**config.mk**
```make
export PLATFORM = sky130hd
export DESIGN_NAME = cpu_io_port_ctrl
export DESIGN_NICKNAME = d
export VERILOG_FILES = /design/src/rtl/cpu_io_port_ctrl.sv
export SDC_FILE = /design/constraint.sdc
export NUM_CORES = 1
export LEC_CHECK = 0
export ABC_AREA = 1
export CELL_PAD_IN_SITES_DETAIL_PLACEMENT = 1
export CELL_PAD_IN_SITES_GLOBAL_PLACEMENT = 2
export CORE_ASPECT_RATIO = 0.7
export CORE_MARGIN = 10
export CORE_UTILIZATION = 39
export DETAILED_ROUTE_END_ITERATION = 6
export GPL_TIMING_DRIVEN = 0
export PLACE_DENSITY_LB_ADDON = 0.1
export SLEW_MARGIN = 20
export SYNTH_ARGS = -nofsm -noshare
export SYNTH_HDL_FRONTEND = slang
export SYNTH_SLANG_ARGS = --single-unit
```
**constraint.sdc**
```tcl
create_clock -name clk -period 3.8 [get_ports clk]
set_input_delay 0.57 -clock clk [delete_from_list [all_inputs] [get_ports clk]]
set_output_delay 0.57 -clock clk [all_outputs]
set_load 0.005 [all_outputs]
```
**src/rtl/cpu_io_port_ctrl.sv**
```systemverilog
// Host-side I/O port controller for the CPU.
// Inbound bytes from the host queue in an RX FIFO. The head byte is presented on
// i_port, and int_sig asks the CPU's ISR to execute IN. Outbound OUT writes
// queue in a TX FIFO, which drains to the host.
//
// Handshakes: a byte moves on host_in_* or host_out_* only on a rising edge where
// valid and ready are both high. host_in_ready and host_out_valid depend only on
// registered FIFO counts. The CPU side has no backpressure: o_wr always writes,
// and in_ack always pops. An o_wr into a full TX FIFO is dropped and sets tx_ovf.
// An in_ack on an empty RX FIFO is ignored and sets rx_udf.
//
// irq_state exposes the interrupt FSM: 0 = IDLE, 1 = RAISE, 2 = WAIT.
module cpu_io_port_ctrl #(
    parameter int RX_DEPTH = 4,
    parameter int TX_DEPTH = 4,
    parameter int INT_LEN  = 2
) (
    input  logic       clk,
    input  logic       rstn,
    input  logic [7:0] host_in_data,
    input  logic       host_in_valid,
    output logic       host_in_ready,
    output logic [7:0] i_port,
    input  logic       in_ack,
    output logic       int_sig,
    input  logic [7:0] o_port,
    input  logic       o_wr,
    output logic [7:0] host_out_data,
    output logic       host_out_valid,
    input  logic       host_out_ready,
    output logic       tx_ovf,
    output logic       rx_udf,
    output logic [1:0] irq_state
);
    localparam int RX_AW = $clog2(RX_DEPTH);
    localparam int RX_CW = RX_AW + 1;
    localparam int TX_AW = $clog2(TX_DEPTH);
    localparam int TX_CW = TX_AW + 1;
    localparam logic [3:0] INT_LEN_C = 4'(INT_LEN);

    typedef enum logic [1:0] {
        IRQ_IDLE  = 2'd0,
        IRQ_RAISE = 2'd1,
        IRQ_WAIT  = 2'd2
    } irq_state_e;

    // RX FIFO state
    logic [7:0]       rx_mem_q [RX_DEPTH];
    logic [RX_AW-1:0] rx_wr_q, rx_rd_q;
    logic [RX_CW-1:0] rx_count_q, rx_count_d;
    logic             rx_full, rx_empty, rx_push, rx_pop;

    // TX FIFO state
    logic [7:0]       tx_mem_q [TX_DEPTH];
    logic [TX_AW-1:0] tx_wr_q, tx_rd_q;
    logic [TX_CW-1:0] tx_count_q, tx_count_d;
    logic             tx_full, tx_empty, tx_push, tx_pop;

    // Sticky error flags and interrupt FSM
    logic             tx_ovf_q, rx_udf_q;
    irq_state_e       state_q;
    logic [3:0]       cnt_q;
    logic             int_q, ack_q;

    // Full and empty come from the registered counts only, so a pop in the
    // same cycle never opens room for a push into a full FIFO.
    assign rx_full  = (rx_count_q == RX_CW'(RX_DEPTH));
    assign rx_empty = (rx_count_q == '0);
    assign rx_push  = host_in_valid & ~rx_full;
    assign rx_pop   = in_ack & ~rx_empty;

    assign tx_full  = (tx_count_q == TX_CW'(TX_DEPTH));
    assign tx_empty = (tx_count_q == '0);
    assign tx_push  = o_wr & ~tx_full;
    assign tx_pop   = ~tx_empty & host_out_ready;

    assign host_in_ready  = ~rx_full;
    assign i_port         = rx_empty ? 8'h00 : rx_mem_q[rx_rd_q];
    assign host_out_valid = ~tx_empty;
    assign host_out_data  = tx_empty ? 8'h00 : tx_mem_q[tx_rd_q];
    assign tx_ovf         = tx_ovf_q;
    assign rx_udf         = rx_udf_q;
    assign int_sig        = int_q;
    assign irq_state      = state_q;

    // Next FIFO occupancy; a simultaneous push and pop leaves the count unchanged
    always_comb begin
        rx_count_d = rx_count_q;
        if (rx_push && !rx_pop)      rx_count_d = rx_count_q + 1'b1;
        else if (!rx_push && rx_pop) rx_count_d = rx_count_q - 1'b1;
        tx_count_d = tx_count_q;
        if (tx_push && !tx_pop)      tx_count_d = tx_count_q + 1'b1;
        else if (!tx_push && tx_pop) tx_count_d = tx_count_q - 1'b1;
    end

    // FIFO storage; contents are don't-care while empty, so no reset is needed
    always_ff @(posedge clk) begin
        if (rx_push) rx_mem_q[rx_wr_q] <= host_in_data;
        if (tx_push) tx_mem_q[tx_wr_q] <= o_port;
    end

    // Pointers, counts and sticky flags; pointers wrap naturally (power-of-two depth)
    always_ff @(posedge clk or negedge rstn) begin
        if (!rstn) begin
            rx_wr_q    <= '0;
            rx_rd_q    <= '0;
            rx_count_q <= '0;
            tx_wr_q    <= '0;
            tx_rd_q    <= '0;
            tx_count_q <= '0;
            tx_ovf_q   <= 1'b0;
            rx_udf_q   <= 1'b0;
        end else begin
            if (rx_push) rx_wr_q <= rx_wr_q + 1'b1;
            if (rx_pop)  rx_rd_q <= rx_rd_q + 1'b1;
            if (tx_push) tx_wr_q <= tx_wr_q + 1'b1;
            if (tx_pop)  tx_rd_q <= tx_rd_q + 1'b1;
            rx_count_q <= rx_count_d;
            tx_count_q <= tx_count_d;
            if (o_wr && tx_full)    tx_ovf_q <= 1'b1;
            if (in_ack && rx_empty) rx_udf_q <= 1'b1;
        end
    end

    // Interrupt FSM. It raises int_sig for INT_LEN cycles, then waits for an RX pop as the acknowledge.
    always_ff @(posedge clk or negedge rstn) begin
        if (!rstn) begin
            state_q <= IRQ_IDLE;
            cnt_q   <= '0;
            int_q   <= 1'b0;
            ack_q   <= 1'b0;
        end else begin
            case (state_q)
                IRQ_IDLE: begin
                    if (!rx_empty) begin
                        state_q <= IRQ_RAISE;
                        cnt_q   <= INT_LEN_C;
                        int_q   <= 1'b1;
                        ack_q   <= 1'b0;
                    end
                end
                IRQ_RAISE: begin
                    if (rx_pop) ack_q <= 1'b1;
                    if (cnt_q <= 4'd1) begin
                        state_q <= IRQ_WAIT;
                        cnt_q   <= '0;
                        int_q   <= 1'b0;
                    end else begin
                        cnt_q <= cnt_q - 4'd1;
                    end
                end
                IRQ_WAIT: begin
                    if (ack_q || rx_pop) begin
                        ack_q <= 1'b0;
                        if (rx_count_d != '0) begin
                            state_q <= IRQ_RAISE;
                            cnt_q   <= INT_LEN_C;
                            int_q   <= 1'b1;
                        end else begin
                            state_q <= IRQ_IDLE;
                        end
                    end
                end
                default: begin
                    state_q <= IRQ_IDLE;
                    cnt_q   <= '0;
                    int_q   <= 1'b0;
                    ack_q   <= 1'b0;
                end
            endcase
        end
    end
endmodule

```
==> results of run 1 <==
layer usage:
metal / wire length (µm) / share of wire [%] / vias up / global-route usage [%]
met1: 4580 / 52 / 1269 / 17.3
met5: 0 / 0 / - / 0
met4: 95 / 1.1 / 0 / 3.75
met2: 3840 / 43 / 39 / 17.9
met3: 336 / 3.8 / 9 / 3.92
li1: - / - / 1300 / -
layout by cell type (no fill, tap or decap), types with 2 or more instances in the layout:
cell type and n:
nor2_1 81, inv_2 8, buf_1 2, ha_1 14, xor2_1 6, nand3_1 6
clkbuf_16 9, nand3_2 5, edfxtp_1 64, nand2_4 4, clkdlybuf4s50_1 43, nand2_1 33
inv_1 29, o21ai_0 35, buf_2 3, clkbuf_1 5, a21oi_1 20, o21ai_1 3
dfrtp_1 24, a31o_2 2, clkinv_2 4, nand2_2 4
power by group through the flow:
stage | sequential (W) | clock (W) | combinational (W)
5_1_grt | 0.00146 | 0.000849 | 0.00194
6_report | 0.00143 | 0.000783 | 0.00171
3_3_place_gp | 0.00144 | 0 | 0.00171
2_1_floorplan | 0.00142 | 0 | 0.00102
4_1_cts | 0.00143 | 0.000805 | 0.00176
3_5_place_dp | 0.00145 | 0 | 0.00174
cell type report:
type / count / share of cell area (%)
Timing Repair Buffer: 44 / 9.11
Multi-Input combinational cell: 223 / 25.6
Tap cell: 128 / 3.35
Sequential cell: 88 / 52.8
Clock buffer: 10 / 4.79
Inverter: 37 / 2.90
Clock inverter: 6 / 0.759
Buffer: 8 / 0.680
Yosys cell counts (2+ instances only):
library cell | n | share of area (%)
edfxtp_1 | 64 | 49
buf_2 | 2 | 0.26
nor2_1 | 81 | 7.8
o21ai_0 | 35 | 4.5
buf_1 | 2 | 0.19
nand3_2 | 5 | 1.3
a21oi_1 | 20 | 2.6
nand2_2 | 4 | 0.64
clkbuf_1 | 4 | 0.38
a31o_2 | 2 | 0.45
nand2_4 | 4 | 1.1
nand2_1 | 33 | 3.2
inv_1 | 29 | 2.8
dfrtp_1 | 24 | 15
nand3_1 | 6 | 0.77
ha_1 | 14 | 4.5
inv_2 | 8 | 0.77
xor2_1 | 6 | 1.3
o21ai_1 | 3 | 0.38
registers in the layout, summed over array words and instances, names as in the netlist:
register and flops:
ack_q 1, cnt_q 4, int_sig 1, irq_state 2, rx_count_q 3, rx_mem_q 32, rx_rd_q 2, rx_udf 1
rx_wr_q 2, tx_count_q 3, tx_mem_q 32, tx_ovf 1, tx_rd_q 2, tx_wr_q 2
worst max-delay path, delay by kind of cell, from the launching register on:
family,cells,cell delay (ns)
AOI/OAI and AO/OA,2,0.40
buffers and inverters,4,1.45
DFF,1,0.36
worst max-delay path by stage:
stage                             start             to  depth (start not counted)
after CTS                    rx_rd_q[0]      i_port[1]                          6
after detailed placement     rx_rd_q[0]      i_port[1]                          6
final                        rx_rd_q[0]      i_port[1]                          6
after floorplan           tx_count_q[1]  tx_count_q[2]                          9
after global routing         rx_rd_q[0]      i_port[7]                          6
after global placement       rx_rd_q[0]      i_port[3]                          6
cells by family (layout without fill, tap and decap cells):
logic type	count (synthesis)	after routing	synth area share, %
AO/OA/AOI/OAI	63	63	8.81
XOR/XNOR	7	7	1.56
adder cells (fa/ha/maj)	15	15	4.98
buffers and inverters	45	105	4.37
flip-flops	88	88	64.3
multiplexers	1	1	0.287
AND/OR/NAND/NOR	137	137	15.6
per-stage QoR:
stage / setup WS [ns] / cells
2_1_floorplan: 1.72 / 356
3_3_place_gp: 1.10 / 528
3_5_place_dp: 1.06 / 528
4_1_cts: 0.695 / 544
5_1_grt: 0.529 / 544
6_report: 0.687 / 544
==> impl_metrics.json, run 1 <==
{
  "outcome": "complete, no violations",
  "grtUsageTotal_pct": 12.4,
  "reg2reg_from": "tx_count_q[1]",
  "startpoint_type": "flip-flop",
  "multiInputGateArea_um2": 1230,
  "drv_slew": 0,
  "leakage_nw": 1.90,
  "ff2ff_path_depth": 9,
  "finClkSkew_ns": 0.00448,
  "rows": 30,
  "htree_levels": 3,
  "drc": 0,
  "avgRoutedWirePerCell_um": 16.3,
  "tns_ns": 0,
  "avgSynthCellArea_um2": 11.0,
  "synth_edf_count": 64,
  "cts_tree": "done",
  "p_per_area_nw_per_um2": 821,
  "ys_seq_area_share_pct": 64.3,
  "worstHoldPathType": "in -> async",
  "firstDrtPassIters": 4,
  "antenna_found_initial": 0,
  "power_frac_seq_pct": 36.4,
  "clockBufferDepth": 2,
  "grt_pass1_vias": 2828,
  "pin_count": 45,
  "layout-drive-gt1-share_pct": 11.3,
  "cp.arrival_ns": 2.54,
  "yosysWarnings": 0,
  "tightest_slew_ns": 0.917,
  "peakVddDrop_v": 0.000301,
  "avgViaCountPerCell": 4.81,
  "cts-root-buf": "clkbuf_16",
  "p_int_w": 0.00246,
  "power.share.clock_pct": 19.9,
  "cts_sinks": 88,
  "max_stage_delay_ns": 0.53,
  "drtIter0Drc": 141,
  "setup_viol": 0,
  "cp_max_fo": 10,
  "syn_area_um2": 3920,
  "design_area_um2": 4780,
  "grt_overflow": 0,
  "max_slew_margin_pct": 38.7,
  "clk_latency_ns": 0.33,
  "coreArea_um2": 9760,
  "drv_cap": 0,
  "fmaxAchievable_mhz": 321,
  "cts_resized": 0,
  "crit_type": "reg -> out",
  "die_height_um": 104,
  "antenna_cells": 0,
  "finalCriticalPeriod_ns": 3.11,
  "synth-seq-cells": 88,
  "fin_total_pwr_w": 0.00392,
  "fp.dieW_um": 140,
  "syn_inst": 356,
  "crit_path_end_kind": "output pin",
  "rsz0062_at_grt": "false",
  "ctsHoldBuffers": 0,
  "numPortBuffers": 44,
  "grt_max_degree": 25,
  "final-seq-area_um2": 2520,
  "clk_pin_slew_ns": 0.06,
  "wirelength_mm": 8.86,
  "whs_ns": 0.241,
  "r2r-end": "tx_count_q[2]",
  "ff2ff_setup_slack_ns": 1.26,
  "p_sw_w": 0.00146,
  "cp_cell_sequence": "clkbuf_1 > inv_2 > clkbuf_1 > o21ai_0 > a21oi_1 > clkdlybuf4s50_1",
  "switching_share_pct": 37.3,
  "dpl_cell_area_um2": 4520,
  "synth.distinct_cells": 29,
  "crit_top_cell": "clkbuf_1",
  "fill_cells": 1058,
  "area_growth_pct": 22.0,
  "start_util_pct": 40.2,
  "fin_crit_sh_pct": 81.9,
  "nets": 448,
  "vias": 2617,
  "hpwl_mm": 6.49,
  "required_ns": 3.23,
  "ys.flop_type": "edfxtp_1",
  "synth-async-reset-ratio_pct": 27.3,
  "grt_pass1_wl_mm": 14.4,
  "synthesis.nets": 393,
  "cts_buffers": 9,
  "crit_slowest_cell": "clkdlybuf4s50_1",
  "ant_nets": 0,
  "hold_viol_final": 0,
  "gp_congestion": 0.783,
  "cts_setup_buffers": 0,
  "p_comb_share_pct": 43.6,
  "finalCoreUtilization_pct": 49.0,
  "die_area_um2": 14500
}
No activity file was read; power rests on OpenSTA's default activity.
==> run 2: changes to the inputs <==
Settings changed: CORE_UTILIZATION 39 to 33.
Clock period 3.8 ns to 2.75 ns, I/O delays scaled along.
==> impl_metrics.json, run 2 (synthesis results as in run 1) <==
{
  "gp_congestion": 0.745,
  "dr_wl_met2_mm": 3.89,
  "required_ns": 2.34,
  "reg2reg_from": "tx_count_q[1]",
  "clk_pin_slew_ns": 0.07,
  "rows": 33,
  "ff2ff_path_depth": 9,
  "crit_type": "reg -> out",
  "grtUsageTotal_pct": 11.6,
  "top_regs": "rx_mem_q: 32 flops, tx_mem_q: 32 flops, cnt_q: 4 flops",
  "fin_crit_sh_pct": 91.2,
  "post-place-ws_ns": 0.0709,
  "cp_max_fo": 10,
  "ff2ff_setup_slack_ns": 0.37,
  "coreArea_um2": 11600,
  "hpwl_mm": 6.74,
  "p_per_area_nw_per_um2": 1160,
  "m1WireLength_mm": 4.68,
  "antenna_found_initial": 0,
  "grt_pass1_wl_mm": 14.8,
  "vias": 2626,
  "cp-startpoint": "rx_count_q[0]",
  "grt_pass1_vias": 2700,
  "numPortBuffers": 44,
  "layout-drive-gt1-share_pct": 12.7,
  "grt_max_degree": 25,
  "avgViaCountPerCell": 4.63,
  "drtIter0Drc": 110,
  "crit_path_end_kind": "output pin",
  "finalCriticalPeriod_ns": 2.51,
  "outcome": "complete, no violations",
  "p_int_w": 0.00351,
  "dr.max_layer_used": "met4",
  "cp.arrival_ns": 2.10,
  "firstDrtPassIters": 4,
  "cts-root-buf": "clkbuf_16",
  "antenna_cells": 0,
  "hold_viol_final": 0,
  "clk_latency_ns": 0.34,
  "mostFrequentLayoutCells": "nor2_1 (81), edfxtp_1 (64), clkdlybuf4s50_1 (43), o21ai_0 (35), nand2_1 (33)",
  "die_height_um": 111,
  "tightest_slew_ns": 0.923,
  "nets": 442,
  "power_frac_seq_pct": 37.3,
  "cts_tree": "done",
  "leakage_nw": 1.91,
  "drc": 0,
  "startpoint_type": "flip-flop",
  "p_sw_w": 0.00210,
  "htree_levels": 3,
  "setup_viol": 0,
  "die_area_um2": 16700,
  "clockBufferDepth": 2,
  "avgRoutedWirePerCell_um": 16.2,
  "final_common_cell": "nor2_1",
  "crit_end": "i_port[0]",
  "dr_wl_met3_um": 525,
  "rsz0062_at_grt": "false",
  "r2r-end": "tx_count_q[2]",
  "final.setup.worst_slack_ns": 0.241,
  "p_comb_share_pct": 40.0,
  "worstHoldPathType": "in -> async",
  "drv_slew": 0,
  "ant_nets": 0,
  "peakVddDrop_v": 0.000411,
  "fmaxAchievable_mhz": 399,
  "power.share.clock_pct": 22.7,
  "switching_share_pct": 37.4,
  "grt_overflow": 0,
  "wirelength_mm": 9.21,
  "drv_cap": 0,
  "finClkSkew_ns": 0.00598,
  "cts_buffers": 9,
  "area_growth_pct": 23.8,
  "pin_count": 45,
  "fin_total_pwr_w": 0.00561,
  "fp.dieW_um": 150,
  "cts_sinks": 88,
  "start_util_pct": 33.7,
  "tns_ns": 0,
  "max_slew_margin_pct": 38.2
}
==> run 2: cell count changes in the layout (fill, tap and decap cells not counted), sizes merged <==
cell    delta
clkbuf     -5
clkinv     -5
inv        +5
buf        -2
bufinv     +1
==> run 2: layer usage <==
layer | global-route usage [%] | vias to the layer above
li1 | - | 1285
met1 | 16.7 | 1288
met2 | 15.8 | 42
met3 | 3.79 | 11
met4 | 3.55 | 0
met5 | 0 | -
==> run 2: through the flow <==
stage / instance area [µm²] / instances / utilization, % / hold slack [ns]
after floorplan: 3920 / 356 / - / 0.117
after global placement: 4560 / 557 / 39.1 / 0.455
after detailed placement: 4550 / 557 / 39.1 / 0.454
after CTS: 4840 / 567 / 41.6 / 0.0914
after global routing: 4850 / 567 / 41.7 / 0.124
final: 4850 / 567 / 41.7 / 0.0765
==> run 2: worst min-delay path by stage <==
stage | depth (start not counted) | to
3_5_place_dp | 1 | tx_ovf
2_1_floorplan | 0 | ack_q
6_report | 1 | int_sig
4_1_cts | 1 | cnt_q[3]
3_3_place_gp | 1 | tx_ovf
5_1_grt | 1 | cnt_q[3]
==> run 2: what timing repair did <==
item / 4_1_cts / 5_1_grt
pin swaps: 0 / 0
resized for setup: 0 / 5
setup buffers: 0 / 0
setup endpoints to repair: 16 / 9
hold buffers: 0 / 0
==> run 2: power by group through the flow <==
stage / sequential (W) / clock [W] / combinational (W)
5_1_grt: 0.00214 / 0.00137 / 0.00259
4_1_cts: 0.00208 / 0.00131 / 0.00231
3_3_place_gp: 0.00200 / 0 / 0.00239
2_1_floorplan: 0.00196 / 0 / 0.00140
6_report: 0.00209 / 0.00128 / 0.00224
3_5_place_dp: 0.00201 / 0 / 0.00244
==> run 2: layout make-up <==
class                   count  area, µm²
fillers                  1310       6790
flip-flops and latches     88       2530
multi-input cells         223       1230
repair buffers             44        435
clock buffers               9        225
well taps                 157        196
inverters                  37        139
clock inverters             7       86.3
plain buffers               2       10.0
==> run 2: critical path: stages (launching register included) <==
cell             delay (ns)
dfrtp_1                0.39
inv_1                  0.10
ha_1                   0.30
nand2_4                0.14
inv_2                  0.13
a21oi_1                0.17
clkdlybuf4s50_1        0.52
==> run 3: changes to the inputs <==
Settings changed: CORE_UTILIZATION 33 to 35, DONT_BUFFER_PORTS set to 1.
==> impl_metrics.json, run 3 (synthesis results as in run 1) <==
{
  "hold_viol_final": 0,
  "crit_slowest_cell": "clkbuf_1",
  "avgViaCountPerCell": 4.64,
  "avgRoutedWirePerCell_um": 17.3,
  "whs_ns": 0.164,
  "crit_path_end_kind": "output pin",
  "finalCriticalPeriod_ns": 2.44,
  "clk_latency_ns": 0.34,
  "coreArea_um2": 11000,
  "ff2ff_setup_slack_ns": 0.52,
  "grt_overflow": 0,
  "required_ns": 2.34,
  "grtUsageTotal_pct": 11.7,
  "final_common_cell": "nor2_1",
  "drtIter0Drc": 117,
  "max_stage_delay_ns": 0.42,
  "rsz0062_at_grt": "false",
  "fin_cells": 529,
  "grt_max_degree": 25,
  "hold_depth": 0,
  "antenna_cells": 0,
  "max_slew_margin_pct": 38.4,
  "design_area_um2": 4470,
  "rows": 32,
  "crit_buf_inv": 3,
  "finClkSkew_ns": 0.0101,
  "pin_count": 45,
  "crit_family": "buffers and inverters",
  "vias": 2457,
  "cp_cell_sequence": "clkbuf_1 > inv_2 > clkbuf_1 > o21ai_0 > a21oi_1",
  "layout-drive-gt1-share_pct": 13.3,
  "mostFrequentLayoutCells": "nor2_1 (81), edfxtp_1 (64), o21ai_0 (35), nand2_1 (33), inv_1 (29)",
  "crit_type": "reg -> out",
  "outcome": "complete, no violations",
  "clockBufferDepth": 2,
  "fin_crit_sh_pct": 88.6,
  "cp_max_fo": 10,
  "ff2ff_path_depth": 9,
  "cp-startpoint": "rx_rd_q[0]",
  "tightest_slew_ns": 0.921,
  "startpoint_type": "flip-flop",
  "drv_cap": 0,
  "grt_pass1_vias": 2557,
  "cp.arrival_ns": 2.02,
  "die_height_um": 109,
  "firstDrtPassIters": 4,
  "fmaxAchievable_mhz": 410,
  "cts_tree": "done",
  "gp_congestion": 0.740,
  "r2r-end": "tx_count_q[2]",
  "clk_pin_slew_ns": 0.07,
  "numPortBuffers": 0,
  "worstHoldPathType": "in -> reg",
  "dr.max_layer_used": "met4",
  "grt_pass1_wl_mm": 14.3,
  "fp.dieW_um": 146,
  "cts_sinks": 88,
  "reg2reg_from": "tx_count_q[1]",
  "m1WireLength_mm": 4.72,
  "peakVddDrop_v": 0.000438,
  "cts_buffers": 9,
  "crit_top_cell": "clkbuf_1",
  "top_regs": "rx_mem_q: 32 flops, tx_mem_q: 32 flops, cnt_q: 4 flops",
  "ant_nets": 0,
  "leakage_nw": 1.76,
  "antenna_found_initial": 0,
  "cts-root-buf": "clkbuf_16",
  "htree_levels": 3,
  "fin_total_pwr_w": 0.00513,
  "dpl_cell_area_um2": 4110,
  "placed_cells": 509,
  "nets": 408,
  "p_per_area_nw_per_um2": 1150,
  "area_growth_pct": 14.0,
  "hold_end": "tx_mem_q[1][5]",
  "setup_viol": 0,
  "dr_wl_met3_um": 382,
  "die_area_um2": 15900,
  "start_util_pct": 35.7,
  "wirelength_mm": 9.17,
  "drv_slew": 0,
  "hp-start": "o_port[5]",
  "hpwl_mm": 6.63,
  "drc": 0,
  "dr_wl_met2_mm": 4.00
}
## run 3: changes by cell type in the layout (fill, tap and decap cells not counted), sizes merged
| cell | previous run | this run |
|---|---|---|
| buf | 3 | 7 |
| clkbuf | 9 | 14 |
| clkdlybuf4s50 | 43 | 0 |
| clkinv | 0 | 1 |
| clkinvlp | 1 | 4 |
| dlygate4sd3 | 0 | 1 |
| inv | 42 | 37 |
## run 3: worst max-delay path by stage
stage	slack, ns	end	cells past startpoint
3_3_place_gp	0.04	tx_count_q[2]	9
5_1_grt	0.17	host_out_data[2]	5
4_1_cts	0.22	tx_count_q[2]	9
2_1_floorplan	0.67	tx_count_q[2]	9
3_5_place_dp	-0.02	tx_count_q[2]	9
6_report	0.31	i_port[2]	5
## run 3: metrics by stage
| stage | util [%] | TNS, ns | worst slack (ns) |
|---|---|---|---|
| after floorplan | - | 0 | 0.668 |
| after global placement | 37.5 | 0 | 0.0429 |
| after detailed placement | 37.5 | -0.0183 | -0.0183 |
| after CTS | 40.6 | 0 | 0.217 |
| after global routing | 40.8 | 0 | 0.166 |
| final | 40.8 | 0 | 0.313 |
## run 3: worst reg2reg max path, stage by stage, from the launching register on
cell	delay, ns
dfrtp_1	0.44
nor3_4	0.32
inv_1	0.15
nand2_1	0.15
ha_1	0.16
inv_1	0.07
fa_1	0.39
a21oi_1	0.16
o21ai_0	0.12
xor2_1	0.15
## run 3: timing repair
action	4_1_cts	5_1_grt
hold buffers	2	0
gates resized for setup	1	0
gates cloned	0	0
endpoints found under the setup margin	1	1
pin swaps	0	1
hold endpoints to repair	24	0
setup buffers	0	2
## run 3: per-layer routing
metal,vias up,track usage (%)
met4,0,4.34
met3,9,3.92
met2,32,17.1
li1,1217,-
met1,1199,15.9
met5,-,0
## run 3: cell type report
type                            instances  area, µm²
Fill cell                            1210       6500
Clock buffer                           10        239
Clock inverter                          6       68.8
Sequential cell                        88       2520
Tap cell                              153        191
Timing Repair Buffer                    4       45.0
Inverter                               37        139
Buffer                                  8       32.5
Multi-Input combinational cell        223       1230
## run 3: report_power, final
group | switching (W) | leakage, nW | internal (W) | total [W]
Sequential | 0.000195 | 0.871 | 0.00180 | 0.00200
Combinational | 0.00130 | 0.754 | 0.000599 | 0.00190
Clock | 0.000498 | 0.137 | 0.000729 | 0.00123
Total | 0.00200 | 1.76 | 0.00313 | 0.00513
